===== config.mk =====
export PLATFORM = sky130hd
export DESIGN_NAME = ls193_pulse_driver_flat
export DESIGN_NICKNAME = d
export VERILOG_FILES = /design/src/rtl/ls193_drv_pkg.sv /design/src/rtl/ls193_pulse_driver_if.sv /design/src/rtl/ls193_pulse_timer.sv /design/src/rtl/ls193_pulse_driver.sv /design/src/flat_wrapper.sv
export SDC_FILE = /design/constraint.sdc
export NUM_CORES = 1
export LEC_CHECK = 0
export CORE_UTILIZATION = 50
export DETAILED_ROUTE_END_ITERATION = 10
export PLACE_DENSITY = 0.75
export SLEW_MARGIN = 5
export SYNTH_ARGS = -nofsm -noshare
export SYNTH_HDL_FRONTEND = slang
export SYNTH_SLANG_ARGS = --single-unit

===== constraint.sdc =====
create_clock -name clk -period 9.4 [get_ports clk]
set_input_delay 2.82 -clock clk [delete_from_list [all_inputs] [get_ports clk]]
set_output_delay 2.82 -clock clk [all_outputs]
set_load 0.01 [all_outputs]

===== src/rtl/ls193_drv_pkg.sv =====
// Shared types for the LS193 pulse driver: command opcodes, FSM states and
// timer sizing, used by the RTL, the bench and any caller.
package ls193_drv_pkg;

   typedef enum logic [1:0] {
      OP_CLR  = 2'b00,
      OP_LOAD = 2'b01,
      OP_UP   = 2'b10,
      OP_DOWN = 2'b11
   } op_t;

   typedef enum logic [2:0] {
      IDLE     = 3'd0,
      CLR_ON   = 3'd1,
      LD_SETUP = 3'd2,
      LD_ON    = 3'd3,
      LD_HOLD  = 3'd4,
      P_LOW    = 3'd5,
      P_HIGH   = 3'd6,
      FIN      = 3'd7
   } state_t;

   localparam int TMR_W = 8;

   // States whose duration is set by the phase timer
   function automatic logic is_timed(state_t s);
      case (s)
         CLR_ON, LD_ON, P_LOW, P_HIGH: is_timed = 1'b1;
         default:                      is_timed = 1'b0;
      endcase
   endfunction

endpackage


===== src/rtl/ls193_pulse_driver_if.sv =====
// Command/status bus between a game-logic master and the LS193 pulse driver.
interface ls193_pulse_driver_if #(
   parameter int WIDTH = 8
);
   import ls193_drv_pkg::*;

   logic             cmd_valid;
   logic             cmd_ready;
   op_t              cmd_op;
   logic [WIDTH-1:0] cmd_arg;
   logic             busy;
   logic             done;
   logic [7:0]       wraps;

   modport master (
      output cmd_valid, cmd_op, cmd_arg,
      input  cmd_ready, busy, done, wraps
   );

   modport slave (
      input  cmd_valid, cmd_op, cmd_arg,
      output cmd_ready, busy, done, wraps
   );

endinterface


===== src/rtl/ls193_pulse_timer.sv =====
// Loadable phase down-counter: after a load of len, expire pulses high for one
// cycle in the len-th cycle, so a state loaded on entry lasts exactly len cycles.
module ls193_pulse_timer #(
   parameter int W = 8
) (
   input  logic         clk,
   input  logic         rst_n,
   input  logic         load,
   input  logic [W-1:0] len,
   output logic         expire
);

   logic [W-1:0] cnt_r;
   logic         active_r;

   assign expire = active_r && (cnt_r == {W{1'b0}});

   // Phase counter; a new load overrides a pending expiry
   always_ff @(posedge clk or negedge rst_n) begin
      if (!rst_n) begin
         cnt_r    <= {W{1'b0}};
         active_r <= 1'b0;
      end else if (load) begin
         cnt_r    <= len - {{(W-1){1'b0}}, 1'b1};
         active_r <= 1'b1;
      end else if (expire) begin
         active_r <= 1'b0;
      end else if (cnt_r != {W{1'b0}}) begin
         cnt_r <= cnt_r - {{(W-1){1'b0}}, 1'b1};
      end else begin
         cnt_r <= cnt_r;
      end
   end

endmodule


===== src/rtl/ls193_pulse_driver.sv =====
// Command-driven pin sequencer for an LS193 up/down counter; also counts the
// carry/borrow pulses it returns so cascaded counters can be tracked.
module ls193_pulse_driver #(
   parameter int WIDTH      = 8,
   parameter int PULSE_LOW  = 2,
   parameter int PULSE_HIGH = 2,
   parameter int CLR_CYC    = 2
) (
   input  logic                 clk,
   input  logic                 rst_n,
   ls193_pulse_driver_if.slave  cmd,
   output logic                 clr,
   output logic                 load_n,
   output logic                 up_n,
   output logic                 down_n,
   output logic                 a,
   output logic                 b,
   output logic                 c,
   output logic                 d,
   input  logic                 co_n,
   input  logic                 bo_n
);
   import ls193_drv_pkg::*;

   localparam logic [TMR_W-1:0] LEN_LOW  = TMR_W'(PULSE_LOW);
   localparam logic [TMR_W-1:0] LEN_HIGH = TMR_W'(PULSE_HIGH);
   localparam logic [TMR_W-1:0] LEN_CLR  = TMR_W'(CLR_CYC);
   localparam logic [WIDTH-1:0] ONE_W    = {{(WIDTH-1){1'b0}}, 1'b1};

   state_t           state_r, state_nxt_s;
   op_t              op_r, op_sel_s;
   logic [WIDTH-1:0] rem_r;
   logic             ready_r, busy_r, done_r;
   logic [7:0]       wraps_r;
   logic             co_r, co_d_r, bo_r, bo_d_r;

   logic             accept_s, rem_dec_s, tmr_load_s, tmr_expire_s, wrap_inc_s;
   logic [TMR_W-1:0] tmr_len_s;

   assign accept_s  = cmd.cmd_valid && ready_r;
   assign op_sel_s  = accept_s ? cmd.cmd_op : op_r;

   assign cmd.cmd_ready = ready_r;
   assign cmd.busy      = busy_r;
   assign cmd.done      = done_r;
   assign cmd.wraps     = wraps_r;

   ls193_pulse_timer #(.W(TMR_W)) u_timer (
      .clk    (clk),
      .rst_n  (rst_n),
      .load   (tmr_load_s),
      .len    (tmr_len_s),
      .expire (tmr_expire_s)
   );

   // Next-state logic; the timer is reloaded on every entry into a timed state
   always_comb begin
      state_nxt_s = state_r;
      rem_dec_s   = 1'b0;
      tmr_load_s  = 1'b0;
      tmr_len_s   = {TMR_W{1'b0}};
      case (state_r)
         IDLE: begin
            if (accept_s) begin
               case (cmd.cmd_op)
                  OP_CLR:  state_nxt_s = CLR_ON;
                  OP_LOAD: state_nxt_s = LD_SETUP;
                  OP_UP, OP_DOWN: begin
                     if (cmd.cmd_arg == {WIDTH{1'b0}}) begin
                        state_nxt_s = FIN;
                     end else begin
                        state_nxt_s = P_LOW;
                     end
                  end
                  default: state_nxt_s = IDLE;
               endcase
            end else begin
               state_nxt_s = IDLE;
            end
         end
         CLR_ON:   state_nxt_s = tmr_expire_s ? FIN : CLR_ON;
         LD_SETUP: state_nxt_s = LD_ON;
         LD_ON:    state_nxt_s = tmr_expire_s ? LD_HOLD : LD_ON;
         LD_HOLD:  state_nxt_s = FIN;
         P_LOW:    state_nxt_s = tmr_expire_s ? P_HIGH : P_LOW;
         P_HIGH: begin
            if (tmr_expire_s) begin
               rem_dec_s   = 1'b1;
               state_nxt_s = (rem_r == ONE_W) ? FIN : P_LOW;
            end else begin
               state_nxt_s = P_HIGH;
            end
         end
         FIN:      state_nxt_s = IDLE;
         default:  state_nxt_s = IDLE;
      endcase

      if ((state_nxt_s != state_r) && is_timed(state_nxt_s)) begin
         tmr_load_s = 1'b1;
         case (state_nxt_s)
            CLR_ON:  tmr_len_s = LEN_CLR;
            P_HIGH:  tmr_len_s = LEN_HIGH;
            default: tmr_len_s = LEN_LOW;
         endcase
      end else begin
         tmr_load_s = 1'b0;
      end
   end

   // FSM state, command capture and handshake status
   always_ff @(posedge clk or negedge rst_n) begin
      if (!rst_n) begin
         state_r <= IDLE;
         op_r    <= OP_CLR;
         rem_r   <= {WIDTH{1'b0}};
         ready_r <= 1'b1;
         busy_r  <= 1'b0;
         done_r  <= 1'b0;
      end else begin
         state_r <= state_nxt_s;
         op_r    <= op_sel_s;
         if (accept_s) begin
            rem_r <= cmd.cmd_arg;
         end else if (rem_dec_s) begin
            rem_r <= rem_r - ONE_W;
         end else begin
            rem_r <= rem_r;
         end
         // Ready comes back only once the FIN-driven DONE cycle has passed
         ready_r <= (state_r == IDLE) && !accept_s;
         busy_r  <= !((state_r == IDLE) && !accept_s);
         done_r  <= (state_r == FIN);
      end
   end

   // Pin registers follow the next state so pins line up with the state they belong to
   always_ff @(posedge clk or negedge rst_n) begin
      if (!rst_n) begin
         clr          <= 1'b0;
         load_n       <= 1'b1;
         up_n         <= 1'b1;
         down_n       <= 1'b1;
         {d, c, b, a} <= 4'b0000;
      end else begin
         clr    <= (state_nxt_s == CLR_ON);
         load_n <= (state_nxt_s != LD_ON);
         up_n   <= !((state_nxt_s == P_LOW) && (op_sel_s == OP_UP));
         down_n <= !((state_nxt_s == P_LOW) && (op_sel_s == OP_DOWN));
         if (accept_s && (cmd.cmd_op == OP_LOAD)) begin
            {d, c, b, a} <= cmd.cmd_arg[3:0];
         end else begin
            {d, c, b, a} <= {d, c, b, a};
         end
      end
   end

   assign wrap_inc_s = (co_d_r && !co_r) || (bo_d_r && !bo_r);

   // Carry/borrow fall detection and saturating wrap counter; CLR wins over an increment
   always_ff @(posedge clk or negedge rst_n) begin
      if (!rst_n) begin
         co_r    <= 1'b1;
         co_d_r  <= 1'b1;
         bo_r    <= 1'b1;
         bo_d_r  <= 1'b1;
         wraps_r <= 8'd0;
      end else begin
         co_r   <= co_n;
         co_d_r <= co_r;
         bo_r   <= bo_n;
         bo_d_r <= bo_r;
         if (accept_s && (cmd.cmd_op == OP_CLR)) begin
            wraps_r <= 8'd0;
         end else if (wrap_inc_s && (wraps_r != 8'hFF)) begin
            wraps_r <= wraps_r + 8'd1;
         end else begin
            wraps_r <= wraps_r;
         end
      end
   end

endmodule

===== src/flat_wrapper.sv =====
// flat-port wrapper written by rule: the top's interface ports become plain ports
module ls193_pulse_driver_flat import ls193_drv_pkg::*;
#(
   parameter int WIDTH      = 8,
   parameter int PULSE_LOW  = 2,
   parameter int PULSE_HIGH = 2,
   parameter int CLR_CYC    = 2
)
  (clk, rst_n, clr, load_n, up_n, down_n, a, b, c, d, co_n, bo_n, cmd_cmd_valid, cmd_cmd_op, cmd_cmd_arg, cmd_cmd_ready, cmd_busy, cmd_done, cmd_wraps);
  ls193_pulse_driver_if #(.WIDTH(WIDTH)) cmd_i ();
  input  logic clk;
  input  logic rst_n;
  output logic clr;
  output logic load_n;
  output logic up_n;
  output logic down_n;
  output logic a;
  output logic b;
  output logic c;
  output logic d;
  input  logic co_n;
  input  logic bo_n;
  input wire logic [$bits(cmd_i.cmd_valid)-1:0] cmd_cmd_valid;
  input wire logic [$bits(cmd_i.cmd_op)-1:0] cmd_cmd_op;
  input wire logic [$bits(cmd_i.cmd_arg)-1:0] cmd_cmd_arg;
  output wire logic [$bits(cmd_i.cmd_ready)-1:0] cmd_cmd_ready;
  output wire logic [$bits(cmd_i.busy)-1:0] cmd_busy;
  output wire logic [$bits(cmd_i.done)-1:0] cmd_done;
  output wire logic [$bits(cmd_i.wraps)-1:0] cmd_wraps;
  assign cmd_i.cmd_valid = cmd_cmd_valid;
  assign cmd_i.cmd_op = cmd_cmd_op;
  assign cmd_i.cmd_arg = cmd_cmd_arg;
  assign cmd_cmd_ready = cmd_i.cmd_ready;
  assign cmd_busy = cmd_i.busy;
  assign cmd_done = cmd_i.done;
  assign cmd_wraps = cmd_i.wraps;
  ls193_pulse_driver #(.WIDTH(WIDTH), .PULSE_LOW(PULSE_LOW), .PULSE_HIGH(PULSE_HIGH), .CLR_CYC(CLR_CYC)) u_core (.clk(clk), .rst_n(rst_n), .cmd(cmd_i), .clr(clr), .load_n(load_n), .up_n(up_n), .down_n(down_n), .a(a), .b(b), .c(c), .d(d), .co_n(co_n), .bo_n(bo_n));
endmodule

Word level (Yosys, flattened, before mapping)

Cells that the tools add are included.

Output and inout bits: 19
Logic and storage cells: 100
Register bits: 45

Add/sub/neg operators: 4
Equal/unequal tests: 21
Reduce and logical (&&, ||, !) cells: 30
Multiplexer cells: 24

Operator list:

| cell                  | count |
|---|---|
| $mux W8               | 7 |
| $pmux W3 S8           | 1 |
| $sub A8 B1 Y8 const B | 3 |
| $eq A3 B3 Y1 const B  | 6 |
| $logic_not A8 Y1      | 2 |
| $mux W3               | 4 |
| $logic_and A1 B1 Y1   | 11 |
| $mux W2               | 5 |
| $eq A3 B2 Y1 const B  | 3 |
| $pmux W3 S3           | 1 |
| $add A8 B1 Y8 const B | 1 |
| $eq A2 B2 Y1 const B  | 4 |
| $eq A8 B1 Y1 const B  | 1 |
| $ne A8 B8 Y1 const B  | 1 |
| $reduce_bool A2 Y1    | 4 |
| $reduce_bool A8 Y1    | 1 |
| $eq A3 B1 Y1 const B  | 2 |
| $logic_not A1 Y1      | 6 |
| $mux W1               | 6 |
| $reduce_or A4 Y1      | 1 |
| $logic_not A3 Y1      | 1 |
| $ne A3 B2 Y1 const B  | 1 |
| $ne A3 B3 Y1          | 1 |
| $eq A2 B1 Y1 const B  | 1 |
| 5 further kinds       | 5 |

Logic depth before layout (Yosys ltp)

Word-level depth: 12
Mapped depth: 14

Modules after synthesis

A second synthesis with hierarchy kept.

Cell total of the unflattened synthesis: 229
Area, all modules: 2384.8 um^2

Modules (own cells, without submodules):

| module             | area an instance (um^2) | seq. area each (um^2) | instances | cells an instance |
|---|---|---|---|---|
| ls193_pulse_driver | 1799.2                  | 910.9                 | 1         | 169 |
| ls193_pulse_timer  | 585.6                   | 225.2                 | 1         | 60 |

Worst setup path before layout

OpenSTA, ideal clock, no wires.

Kind: input to register
From: input cmd_cmd_arg[1]
To: register u_core.u_timer.cnt_r[4]
Arrival: 5.063 ns
Slack: 4.194 ns
Buffers on the path: 1
Cell stages on the path: 11
Path through: nor4_1 > nand3_1 > a31oi_1 > a31oi_4 > mux2i_1 > nand2_1 > ha_1 > clkbuf_1 > or3b_2 > mux2i_1 > a211oi_1

Cells in the longest elaborated chain, start to end: 12
Elaborated cells between the ends (all ways): 20

RTL lines:

| element                                             | RTL line                 | source |
|---|---|---|
| start: declaration                                  | flat_wrapper.sv:25       | `input wire logic [$bits(cmd_i.cmd_arg)-1:0] cmd_cmd_arg;` |
| $logic_not A8 Y1 *                                  | ls193_pulse_driver.sv:69 | `if (cmd.cmd_arg == {WIDTH{1'b0}}) begin` |
| $mux W2 *                                           | ls193_pulse_driver.sv:69 |  |
| $pmux W3 S3 *                                       | ls193_pulse_driver.sv:65 | `case (cmd.cmd_op)` |
| $mux W3 *                                           | ls193_pulse_driver.sv:64 | `if (accept_s) begin` |
| $pmux W3 S8 *                                       | ls193_pulse_driver.sv:62 | `case (state_r)` |
| $eq A3 B2 Y1 (tied with other cells)                | ls193_drv_pkg.sv:27      | `case (s)` |
| $reduce_or A4 Y1                                    | ls193_drv_pkg.sv:27      |  |
| $mux W1                                             | ls193_drv_pkg.sv:27      |  |
| $logic_and A1 B1 Y1 *                               | ls193_pulse_driver.sv:98 | `if ((state_nxt_s != state_r) && is_timed(state_nxt_s)) begin` |
| $mux W2 / $mux W1 (equally long branches)           | ls193_pulse_driver.sv:98 |  |
| $sub A8 B1 Y8 (tied with other cells)               | ls193_pulse_timer.sv:24  | `cnt_r <= len - {{(W-1){1'b0}}, 1'b1};` |
| $mux W8 / $reduce_and A2 Y1 (equally long branches) | -                        |  |
| end signal: assignment                              | ls193_pulse_timer.sv:21  | `cnt_r <= {W{1'b0}};` |
| end signal: assignment                              | ls193_pulse_timer.sv:24  |  |
| end signal: assignment                              | ls193_pulse_timer.sv:29  | `cnt_r <= cnt_r - {{(W-1){1'b0}}, 1'b1};` |
| end: declaration                                    | ls193_pulse_timer.sv:13  | `logic [W-1:0] cnt_r;` |

Mark *: on every way between the ends. The rest lies on a longest branch, timed or not.
A chain may end at the register's enable or synchronous reset.

Final worst setup path

From: input cmd_cmd_arg[3]
To: register u_core.u_timer.cnt_r[4]

Same word-level chain as after synthesis.

==> summary.txt <==
status - complete, no violations
Yosys top cell area share - 41.8%
Antenna Violating Nets Remaining - 0
worst path required time - 9570 ps
fin area - 0.00268 mm^2
relative slew slack - 35.9%
Main synth FF type - dfrtp_1
max-cap violations - 0
setup violators final - 0
ratio of cells with drive above 1 in the final layout - 14.8%
cts hold-fix bufs - 0
Final Max Tran Viols - 0
vias per std cell - 5.54
Worst-path clk slew - 90 ps
total CTS buffers - 5
Setup Buffers After CTS - 0
Global Route Usage Sum - 22.3%
Mapped Cells - 212
slowest cell delay on critical path - 490 ps
placed insts - 292
number of fillers in the final layout - 353
async set-or-reset flop fraction in the synthesized netlist - 100%
nets - 268
crit path time final - 5750 ps
CTS root buffer - clkbuf_8
Cell Area, Placed - 0.00259 mm^2
final hold violation count - 0
Distinct cells, synth - 45
initial drt markers - 135
register area share after synthesis - 51.3%
top post-synthesis cells by area - dfrtp_1 42%, dfstp_2 9.5%, nor2_1 5.1%, xor2_1 4.0%, mux2_2 3.6%
Crit. End Element - register
Peak Freq - 0.174 GHz
core box area - 0.00412 mm^2
crit-path cells - clkdlybuf4s50_1 > nor4_1 > nand3_1 > a31oi_1 > a31oi_4 > mux2i_1 > nand2_1 > ha_1 > or3b_2 > mux2i_1 > a211oi_1
clock buffer depth - 2
GPL Wtd Cong - 0.814
worst-path fanout max - 9
Total Routed Length - 4510 um
post-CTS sizing - 0
fin cells - 300
commonest cells after routing, fill and taps aside - 37 x dfrtp_1, 32 x clkdlybuf4s50_1, 30 x nor2_1, 18 x nand2_1, 14 x a21oi_1
number of synthesized flops with an enable pin - 0
Slew @ Worst Pin - 962 ps
Max Clock Skew - 4.76 ps
Layout area overhead - 21.1%
RSZ-0062 raised after global routing - no
Syn. warnings - 0
vias in the first global route - 1606
final period utilization - 61.2%
CTS tree - yes
routed vias - 1663
CP arrival - 5920 ps
Wirelength per Cell - 15.0 um
slowest library cell on the worst path - clkdlybuf4s50_1
Total Power - 832 uW
CP Class - in2reg
die width - 68.6 um
cell accounting for the most synthesized area - dfrtp_1
I/O pin count - 34
Worst path most repeated cell - mux2i_1
Post-DP HPWL - 3300 um
largest net degree at the start of global routing - 46
peak supply drop - 170 uV
Die Span Y - 68.6 um
most common cell after layout, fill and taps aside - dfrtp_1
hold_ws - 375 ps
final setup TNS - 0 ps
diode count - 0
H-tree depth - 2
initial cell density of the core - 53.8%
Leak - 0.00110 uW
Clock Sinks - 45
Synth Area per Inst - 10.4 um^2
First-pass DRT Iterations - 4
row count - 23
Cell Area, Synth - 0.00221 mm^2
PwrDens - 310 mW/mm^2
initial antenna violation count - 0
syn nets - 231
Critical Path Start Type - input pin
total gr overflow - 0
HP Class - reg2reg
first-pass GRT wire length - 7390 um
drt drc - 0
IO Port Bufs - 33
FF+latch count, synth - 45
die area - 0.00470 mm^2
clock latency on the worst-skew pair - 300 ps
synth_stat cells, types with 3 or more instances:
cell type and instances:
xnor2_1 6, nor2_1 30, xor2_1 10, nand2_1 18
clkbuf_1 3, a21oi_1 14, dfstp_2 8, mux2i_1 3
nor3_1 6, ha_1 4, nand4_1 3, and3_1 3
mux2_2 7, dfrtp_1 37, inv_1 5, o21ai_0 6
nand3b_1 4, nor2b_1 6, nand3_1 8
power by group:
group          internal, uW  leakage [uW]  switching [uW]
Combinational           181      0.000537             178
Sequential              274      0.000519            79.3
Clock                  52.7     0.0000445            66.8
worst paths after layout:
path | start | to | slack [ps] | depth (start not counted)
hold reg to reg | u_core.co_r | u_core.co_d_r | 370 | 0
setup / recovery | cmd_cmd_arg[3] | u_core.u_timer.cnt_r[4] | 3650 | 11
min in group asynchronous | rst_n | u_core.rem_r[5] | 2670 | 1
max in group asynchronous | rst_n | u_core.state_r[2] | 6140 | 1
setup reg to reg | u_core.u_timer.cnt_r[1] | u_core.u_timer.cnt_r[4] | 6000 | 10
hold / removal | u_core.co_r | u_core.co_d_r | 370 | 0
worst max-delay path, delay by kind of cell:
family	cells	cell delay (ps)
AO/OA/AOI/OAI	3	630
adder cells (fa/ha/maj)	1	290
buffers and inverters	1	490
multiplexers	2	590
AND/OR/NAND/NOR	4	1090
cell type report:
type / count / area (um^2) / area share, %
clock buffer: 5 / 68.8 / 2.57
clock inverter: 3 / 21.3 / 0.793
multi-input combinational: 159 / 1050 / 39.1
sequential: 45 / 1140 / 42.4
inverter: 5 / 18.8 / 0.700
timing repair buffer: 33 / 325 / 12.1
tap: 50 / 62.6 / 2.33
stage by stage:
step,util [%],worst slack (ps)
floorplan,-,4190
global placement,63.0,3430
detailed placement,63.0,3390
CTS,65.2,3690
global route,65.2,3390
finish,65.2,3650
registers in the layout (all words and copies together), names as in the netlist, 2 cells and up:
signal	count
u_core.op_r	2
u_core.cmd.wraps	8
u_core.rem_r	8
u_core.u_timer.cnt_r	8
u_core.state_r	3
logic make-up after synthesis:
kind of cell	after synthesis	synth area share, %
XOR/XNOR	16	6.33
buffers and inverters	8	1.36
adder cells (fa/ha/maj)	4	2.26
flip-flops	45	51.3
AND/OR/NAND/NOR	97	23.6
AO/OA/AOI/OAI	32	10.3
multiplexers	10	4.92
per-layer routing:
layer | share of wire [%] | vias up | wire length (um) | GRT usage [%]
met5 | 0 | - | 0 | 0
met4 | 2.1 | 0 | 96 | 10.7
met3 | 4.7 | 10 | 213 | 5.10
met2 | 45 | 35 | 2040 | 34.6
met1 | 48 | 799 | 2160 | 29.3
li1 | - | 819 | - | -
No activity file was read; power rests on OpenSTA's default activity.
